File: src/rtl/udp_rx_sched.sv
// Receive-side scheduler for the UDP buffer-to-FIFO copier: validates length,
// waits for FIFO space, runs the fs/fd handshake and returns the buffer to the MAC.
module udp_rx_sched #(
  parameter logic [15:0] MIN_LEN = 16'd9,
  parameter logic [15:0] MAX_LEN = 16'd1488,
  parameter logic [15:0] TIMEOUT = 16'd4096
) (
  input  logic        clk,
  input  logic        rst,
  input  logic        rx_done,
  input  logic [15:0] udp_rx_len,
  output logic        rx_release,
  input  logic [12:0] fifoc_free,
  output logic        fs,
  input  logic        fd,
  output logic        busy,
  output logic [15:0] pkt_cnt,
  output logic [15:0] drop_cnt,
  output logic        err_timeout
);

  typedef enum logic [2:0] {S_IDLE, S_CHECK, S_WAIT, S_COPY, S_REL} state_t;

  state_t      r_state, w_next;
  logic [15:0] r_len_q, r_pend_len, r_timer, r_pkt_cnt, r_drop_cnt;
  logic        r_pend_v, r_err;

  logic [15:0] w_pay;
  logic        w_space, w_len_bad, w_expire;
  logic        w_load_pend, w_pkt_inc, w_fsm_drop, w_set_err, w_timer_clr, w_timer_inc;
  logic        w_slot_take, w_slot_drop;
  logic [1:0]  w_drop_inc;

  function automatic logic [15:0] sat_add(input logic [15:0] v, input logic [1:0] inc);
    logic [16:0] s;
    s = {1'b0, v} + {15'd0, inc};
    return s[16] ? 16'hFFFF : s[15:0];
  endfunction

  assign w_pay     = r_len_q - 16'd8;
  assign w_space   = {3'b000, fifoc_free} >= w_pay;
  assign w_len_bad = (r_len_q < MIN_LEN) || (r_len_q > MAX_LEN);
  assign w_expire  = (r_timer == TIMEOUT - 16'd1);

  // A packet arriving while busy (or while the slot is being drained) goes to the slot;
  // the slot only overflows if it is still occupied after this cycle.
  assign w_slot_take = rx_done && ((r_state != S_IDLE) || r_pend_v);
  assign w_slot_drop = w_slot_take && r_pend_v && !w_load_pend;
  assign w_drop_inc  = {1'b0, w_fsm_drop} + {1'b0, w_slot_drop};

  always_comb begin
    w_next      = r_state;
    w_load_pend = 1'b0;
    w_pkt_inc   = 1'b0;
    w_fsm_drop  = 1'b0;
    w_set_err   = 1'b0;
    w_timer_clr = 1'b0;
    w_timer_inc = 1'b0;
    case (r_state)
      S_IDLE: begin
        if (r_pend_v) begin
          w_load_pend = 1'b1;
          w_next      = S_CHECK;
        end else if (rx_done) begin
          w_next = S_CHECK;
        end
      end
      S_CHECK: begin
        if (w_len_bad) begin
          w_fsm_drop = 1'b1;
          w_next     = S_REL;
        end else begin
          w_timer_clr = 1'b1;
          w_next      = S_WAIT;
        end
      end
      S_WAIT: begin
        if (w_space) begin
          w_timer_clr = 1'b1;
          w_next      = S_COPY;
        end else if (w_expire) begin
          w_fsm_drop = 1'b1;
          w_next     = S_REL;
        end else begin
          w_timer_inc = 1'b1;
        end
      end
      S_COPY: begin
        if (fd) begin
          w_pkt_inc = 1'b1;
          w_next    = S_REL;
        end else if (w_expire) begin
          w_set_err  = 1'b1;
          w_fsm_drop = 1'b1;
          w_next     = S_REL;
        end else begin
          w_timer_inc = 1'b1;
        end
      end
      S_REL: begin
        if (!fd) w_next = S_IDLE;
      end
      default: w_next = S_IDLE;
    endcase
  end

  always_ff @(posedge clk) begin
    if (rst) begin
      r_state    <= S_IDLE;
      r_len_q    <= 16'd0;
      r_pend_v   <= 1'b0;
      r_pend_len <= 16'd0;
      r_timer    <= 16'd0;
      r_pkt_cnt  <= 16'd0;
      r_drop_cnt <= 16'd0;
      r_err      <= 1'b0;
    end else begin
      r_state <= w_next;
      if (w_load_pend) r_len_q <= r_pend_len;
      else if (rx_done && (r_state == S_IDLE)) r_len_q <= udp_rx_len;
      if (w_slot_take && !w_slot_drop) begin
        r_pend_v   <= 1'b1;
        r_pend_len <= udp_rx_len;
      end else if (w_load_pend) begin
        r_pend_v <= 1'b0;
      end
      if (w_timer_clr) r_timer <= 16'd0;
      else if (w_timer_inc) r_timer <= r_timer + 16'd1;
      if (w_pkt_inc) r_pkt_cnt <= sat_add(r_pkt_cnt, 2'd1);
      if (w_drop_inc != 2'd0) r_drop_cnt <= sat_add(r_drop_cnt, w_drop_inc);
      if (w_set_err) r_err <= 1'b1;
    end
  end

  assign fs          = (r_state == S_COPY);
  assign busy        = (r_state != S_IDLE);
  assign rx_release  = (r_state == S_REL) && !fd;
  assign pkt_cnt     = r_pkt_cnt;
  assign drop_cnt    = r_drop_cnt;
  assign err_timeout = r_err;

endmodule
File: config.mk
export PLATFORM = sky130hd
export DESIGN_NAME = udp_rx_sched
export DESIGN_NICKNAME = d
export VERILOG_FILES = /design/src/rtl/udp_rx_sched.sv
export SDC_FILE = /design/constraint.sdc
export NUM_CORES = 1
export LEC_CHECK = 0
export ABC_AREA = 1
export BUFFER_PORTS_ARGS = -buffer_cell sky130_fd_sc_hd__buf_2
export CELL_PAD_IN_SITES_DETAIL_PLACEMENT = 1
export CELL_PAD_IN_SITES_GLOBAL_PLACEMENT = 1
export CORE_ASPECT_RATIO = 0.75
export CORE_MARGIN = 4
export CORE_UTILIZATION = 44
export DETAILED_ROUTE_END_ITERATION = 12
export HOLD_SLACK_MARGIN = 0.15
export PLACE_DENSITY_LB_ADDON = 0.1
export REMOVE_ABC_BUFFERS = 1
export SETUP_SLACK_MARGIN = 0.1
export SLEW_MARGIN = 5
export SYNTH_ARGS = -nofsm -noshare
export SYNTH_HDL_FRONTEND = slang
export SYNTH_SLANG_ARGS = --single-unit
File: constraint.sdc
create_clock -name clk -period 6.1 [get_ports clk]
set_clock_uncertainty 0.1 [all_clocks]
set_input_delay 0.305 -clock clk [delete_from_list [all_inputs] [get_ports clk]]
set_output_delay 0.305 -clock clk [all_outputs]
set_load 0.01 [all_outputs]
=== Yosys cells after proc, flatten, opt, wreduce, memory -nomap -nowiden ===
Index checks and enable logic that the tools add are counted.

* $lt $le $gt $ge: 3
* Reduce and logical (&&, ||, !) cells: 18
* Equal/unequal tests: 7
* Muxes and demuxes: 31
* $add $sub $neg: 5

{| class="wikitable"
|+ Operators by type and width
! operator !! count
|-
| $mux 16 || 4
|-
| $mux 3 || 7
|-
| $add 16x1->17 const B || 1
|-
| $add 16x2->17 || 1
|-
| $add 16x1->16 const B || 1
|-
| $eq 16x12->1 const B || 1
|-
| $ge 13x16->1 || 1
|-
| $gt 16x11->1 const B || 1
|-
| $lt 16x4->1 const B || 1
|-
| $mux 1 || 16
|-
| $sub 16x4->16 const B || 1
|-
| $pmux 3 s5 || 1
|-
| $eq 3x2->1 const B || 2
|-
| $logic_and 1x1->1 || 6
|-
| $reduce_bool 2->1 || 3
|-
| $pmux 1 s2 || 2
|-
| $eq 3x1->1 const B || 1
|-
| $eq 3x3->1 const B || 1
|-
| $logic_not 1->1 || 3
|-
| $logic_not 3->1 || 1
|-
| $ne 3x3->1 const B || 1
|-
| $pmux 1 s3 || 1
|-
| $reduce_bool 3->1 || 1
|-
| $add 1x1->2 || 1
|-
| other kinds (4) || 5
|}

* Input port bits: 33
* Output and inout bits: 36
* Flip-flop bits (word level): 85
* Word-level logic and storage cells: 72

=== Longest topological paths before layout ===
* Word-level depth: 8
* Depth in mapped cells: 30
* Depth with buffers taken out: 30

=== Worst setup path after synthesis ===
No wires, ideal clock.

* Path type: register to register
* From: register r_len_q[3]
* To: register r_drop_cnt[14] (netlist: drop_cnt[14])
* Cell stages (with the launch flop): 29
* Required time: 5885 ps
* Path buffers: 0
* Data arrival time: 3946 ps
* Clock period less this slack: 4161 ps
* Path slack: 1939 ps
* Library setup time: 115 ps
* Path through: dfxtp_1 > inv_1 > ha_1 > nand2_1 > nor2_1 > xor2_1 > ha_1 > nand2_1 > o21ai_0 > nand3_1 > nand2_1 > inv_2 > nand4_1 > nand3_1 > ha_1 > ha_1 > inv_1 > fa_1 > nor2_1 > nand2_1 > nor3_1 > nand3_1 > nor2_1 > inv_1 > nor2_1 > inv_1 > nor3_1 > nor2_1 > o21a_1

* Longest elaborated chain between the ends: 7
* Elaborated cells on any way between the ends: 12
* Classes of those cells: add/sub (3); order compare (3); mux (4); reduce/logical (2)

{| class="wikitable"
|+ Ends and longest elaborated chain
! what !! line !! text
|-
| from (decl) || 25 || <nowiki>logic [15:0] r_len_q, r_pend_len, r_timer, r_pkt_cnt, r_drop_cnt;</nowiki>
|-
| from (signal assigned) || 119 || <nowiki>if (w_load_pend) r_len_q <= r_pend_len;</nowiki>
|-
| from (signal assigned) || 120 || <nowiki>else if (rx_done && (r_state == S_IDLE)) r_len_q <= udp_rx_len;</nowiki>
|-
| $sub 16x4->16, or another cell as far along || 40 || <nowiki>assign w_pay = r_len_q - 16'd8;</nowiki>
|-
| $ge 13x16->1 or $logic_or 1x1->1 (tied branches) || 41, 42 ||
|-
| $mux 1, on equally long branches || 78, 69 ||
|-
| $pmux 1 s3 (*) || 59 || <nowiki>case (r_state)</nowiki>
|-
| $add 1x1->2 (*) || 49 || <nowiki>assign w_drop_inc = {1'b0, w_fsm_drop} + {1'b0, w_slot_drop};</nowiki>
|-
| $add 16x2->17 || 36 || <nowiki>s = {1'b0, v} + {15'd0, inc};</nowiki>
|-
| $mux 16 || 37 || <nowiki>return s[16] ? 16'hFFFF : s[15:0];</nowiki>
|-
| to (signal assigned) || 130 || <nowiki>if (w_drop_inc != 2'd0) r_drop_cnt <= sat_add(r_drop_cnt, w_drop_inc);</nowiki>
|-
| to (decl) || 25 ||
|}

Every way passes the cells marked *; elsewhere a longest branch is shown, timed or not.
A chain may end at the register's enable or synchronous reset.

=== Worst setup path in the final report ===
* From: register r_len_q[3]
* To: register r_drop_cnt[15] (netlist: drop_cnt[15])

The elaborated chain is that of the path after synthesis.

==> results.py <==
metrics = {
    "route": {
        "wire_per_inst_um": 14.78,
        "highest_layer": "met4",
        "drt_pre_antenna_iters": 4,
        "wl_met2_mm": 6.311,
        "wl_mm": 13.07,
        "drt_iter0_drc": 186,
        "m1WireLength_mm": 6.187,
        "wl_met3_um": 517,
        "drc_errors": 0,
        "via_per_inst": 5.183,
        "vias": 4582,
        "detail-route-antenna-nets": 0,
    },
    "floorplanning": {
        "pin_count": 69,
        "core_um2": 10370,
        "dieArea_um2": 12410,
        "die_w_um": 127.3,
        "die_h_um": 97.49,
        "row_count": 32,
        "start_util": 0.4531,
    },
    "clocking": {
        "cts_root_buf": "clkbuf_16",
        "insertion_delay_ns": 0.34,
        "cts.sink_count": 85,
        "numCtsBuffers": 9,
        "cts_tree": "yes",
        "clockBufferDepth": 2,
        "clk_pin_slew_ns": 0.07,
        "post-cts-setup-buffers": 0,
        "cts.htree.levels": 3,
        "ctsResizeCount": 0,
    },
    "timing": {
        "finalMaxSlewViolations": 0,
        "fmax_mhz": 206.8,
        "rsz0062_at_grt": "false",
        "min_period_ns": 4.837,
        "fin_crit_sh": 0.7929,
        "fin_ws_ns": 1.263,
        "slew_headroom": 0.1758,
        "worst_slew_pin_slew_ns": 1.232,
        "setup_violations": 0,
        "setup_tns_ns": 0,
        "hold_viol": 0,
    },
    "logic_synthesis": {
        "ys.flop_type": "dfxtp_1",
        "ys_types": 35,
        "synth.avg_cell_area_um2": 6.960,
        "yosysSeqAreaShare": 0.3622,
        "async_reset_ff_frac": 0,
        "synth_top_cell_by_area": "dfxtp_1",
        "netlist_area_um2": 4698,
        "ys_warn_count": 0,
        "synth_edf_count": 0,
        "synth_seq_cells": 85,
        "yosysTopAreaCellShare": 0.3622,
        "synthTopCellsByArea": "dfxtp_1 36%, nand2_1 12%, nor2_1 6.8%",
        "netlist_instances": 675,
    },
    "worst_hold_path": {
        "min_path_type": "input pin to flop",
    },
    "layout": {
        "syn2layout_area_growth_pct": 16.64,
        "antenna_cells": 0,
        "final_common_cell": "nand2_1",
        "fillers": 1396,
        "final_cell_mix": "146 x nand2_1, 85 x nor2_1, 85 x dfxtp_1",
        "final_cells": 884,
        "finalNetCount": 797,
        "fin_util": 0.5285,
        "layout-drive-gt1-share": 0.1297,
    },
    "place": {
        "dp_cells": 862,
        "hpwl_mm": 9.669,
        "place_congestion": 0.8111,
        "dp_slack_ns": 1.245,
        "portBuffers": 68,
    },
    "run": {
        "maxCapViolCount": 0,
    },
    "grt": {
        "grt-ovfl-total": 0,
        "grt_util_all_layers": 0.2154,
        "grt_pass1_wl_mm": 22.48,
        "grt_start_max_net_pins": 48,
        "antenna_found_initial": 0,
        "grt_pass1_vias": 4805,
    },
    "critical_path": {
        "worstSetupPathType": "flop to flop",
        "critical_path_arrival_ns": 5.01,
        "crit_fanout": 14,
        "startpoint_type": "flop",
        "endpoint_kind": "flop",
        "worstPathRequired_ns": 6.27,
    },
    "power_and_ir_drop": {
        "total_power_uw": 2168,
        "power_density_nw_per_um2": 395.6,
        "p_leak_uw": 0.002402,
        "ir_drop_mv": 0.1744,
    },
    "outcome": {
        "status": "finished clean",
    },
}
## cell usage after synthesis, drive strengths merged (8+ instances only)
library cell and count:
a21oi 58, a22oi 8, a31oi 13, clkbuf 12, dfxtp 85, ha 20, inv 82, nand2 150
nand3 49, nor2 90, nor3 16, o21ai 33, xnor2 11, xor2 26
## registers in the layout, indices dropped and copies added (netlist names)
name	count
r_pend_v	1
r_state	3
drop_cnt	16
r_len_q	16
r_pend_len	16
err_timeout	1
pkt_cnt	16
r_timer	16
## final cells by class
cell class / count / area (um^2) / area share
Multi-Input combinational cell: 491 / 2595 / 0.4735
Sequential cell: 85 / 1702 / 0.3105
Timing Repair Buffer: 74 / 400.4 / 0.07306
Inverter: 82 / 307.8 / 0.05616
Clock buffer: 9 / 225.2 / 0.04110
Tap cell: 136 / 170.2 / 0.03105
Clock inverter: 7 / 80.08 / 0.01461
## path summary, 6_finish.rpt
| check | endpoint | slack, ns | start | cells after the start |
|---|---|---|---|---|
| max | drop_cnt[15]$_SDFFE_PP0P_ | 1.26 | r_len_q[3]$_SDFFE_PP0P_ | 26 |
| min | r_pend_len[10]$_SDFFE_PP0P_ | 0.15 | udp_rx_len[10] | 3 |
| max reg2reg | drop_cnt[15]$_SDFFE_PP0P_ | 1.26 | r_len_q[3]$_SDFFE_PP0P_ | 26 |
| min reg2reg | err_timeout$_SDFFE_PP0P_ | 0.36 | err_timeout$_SDFFE_PP0P_ | 2 |
## kinds of logic (layout without fill, tap and decap cells)
logic type / Yosys count / in the layout / synth area share
adder cells (fa/ha/maj): 21 / 21 / 0.05752
AO/OA/AOI/OAI: 117 / 117 / 0.1353
flip-flops: 85 / 85 / 0.3622
AND/OR/NAND/NOR: 316 / 316 / 0.2905
XOR/XNOR: 37 / 37 / 0.06897
buffers and inverters: 99 / 172 / 0.08548
## routing by layer
metal  vias up  GRT usage
met2        71     0.3704
met3         4    0.04780
met4         0    0.03050
li1       2330          -
met1      2177     0.2820
met5         -          0
## worst max-delay path, stage by stage, from the launching register on
cell and delay (ns):
dfxtp_1 0.43, inv_1 0.12, ha_1 0.23, nand2_1 0.16
nor2_1 0.11, xor2_1 0.16, ha_1 0.32, nand2_1 0.07
o21ai_0 0.18, nand3_1 0.09, nand2_1 0.08, inv_2 0.06
nand4_1 0.13, nand3_1 0.12, ha_1 0.30, ha_1 0.16
inv_1 0.06, fa_1 0.38, nor2_1 0.15, nand2_1 0.09
nor3_1 0.32, nand3_1 0.19, nor2_1 0.16, nand2_1 0.31
o21ai_0 0.18, a21oi_1 0.06, nor2_1 0.09
## stage by stage
stage	area [um^2]	hold WS (ns)
floorplan	4604	0.2741
global placement	5115	0.3405
detailed placement	5115	0.3479
CTS	5480	0.1502
global route	5480	0.1538
finish	5480	0.1492
## what timing repair did
action	4_1_cts	5_1_grt
hold buffers	6	0
setup endpoints to repair	0	0
hold endpoints to repair	6	0
## where the power goes
part           internal, uW  leakage (uW)  switching, uW
logic                   293       0.00156            584
registers               648      0.000690           77.7
clock network           323      0.000148            242
total                  1260       0.00240            903
No activity file was read; power rests on OpenSTA's default activity.
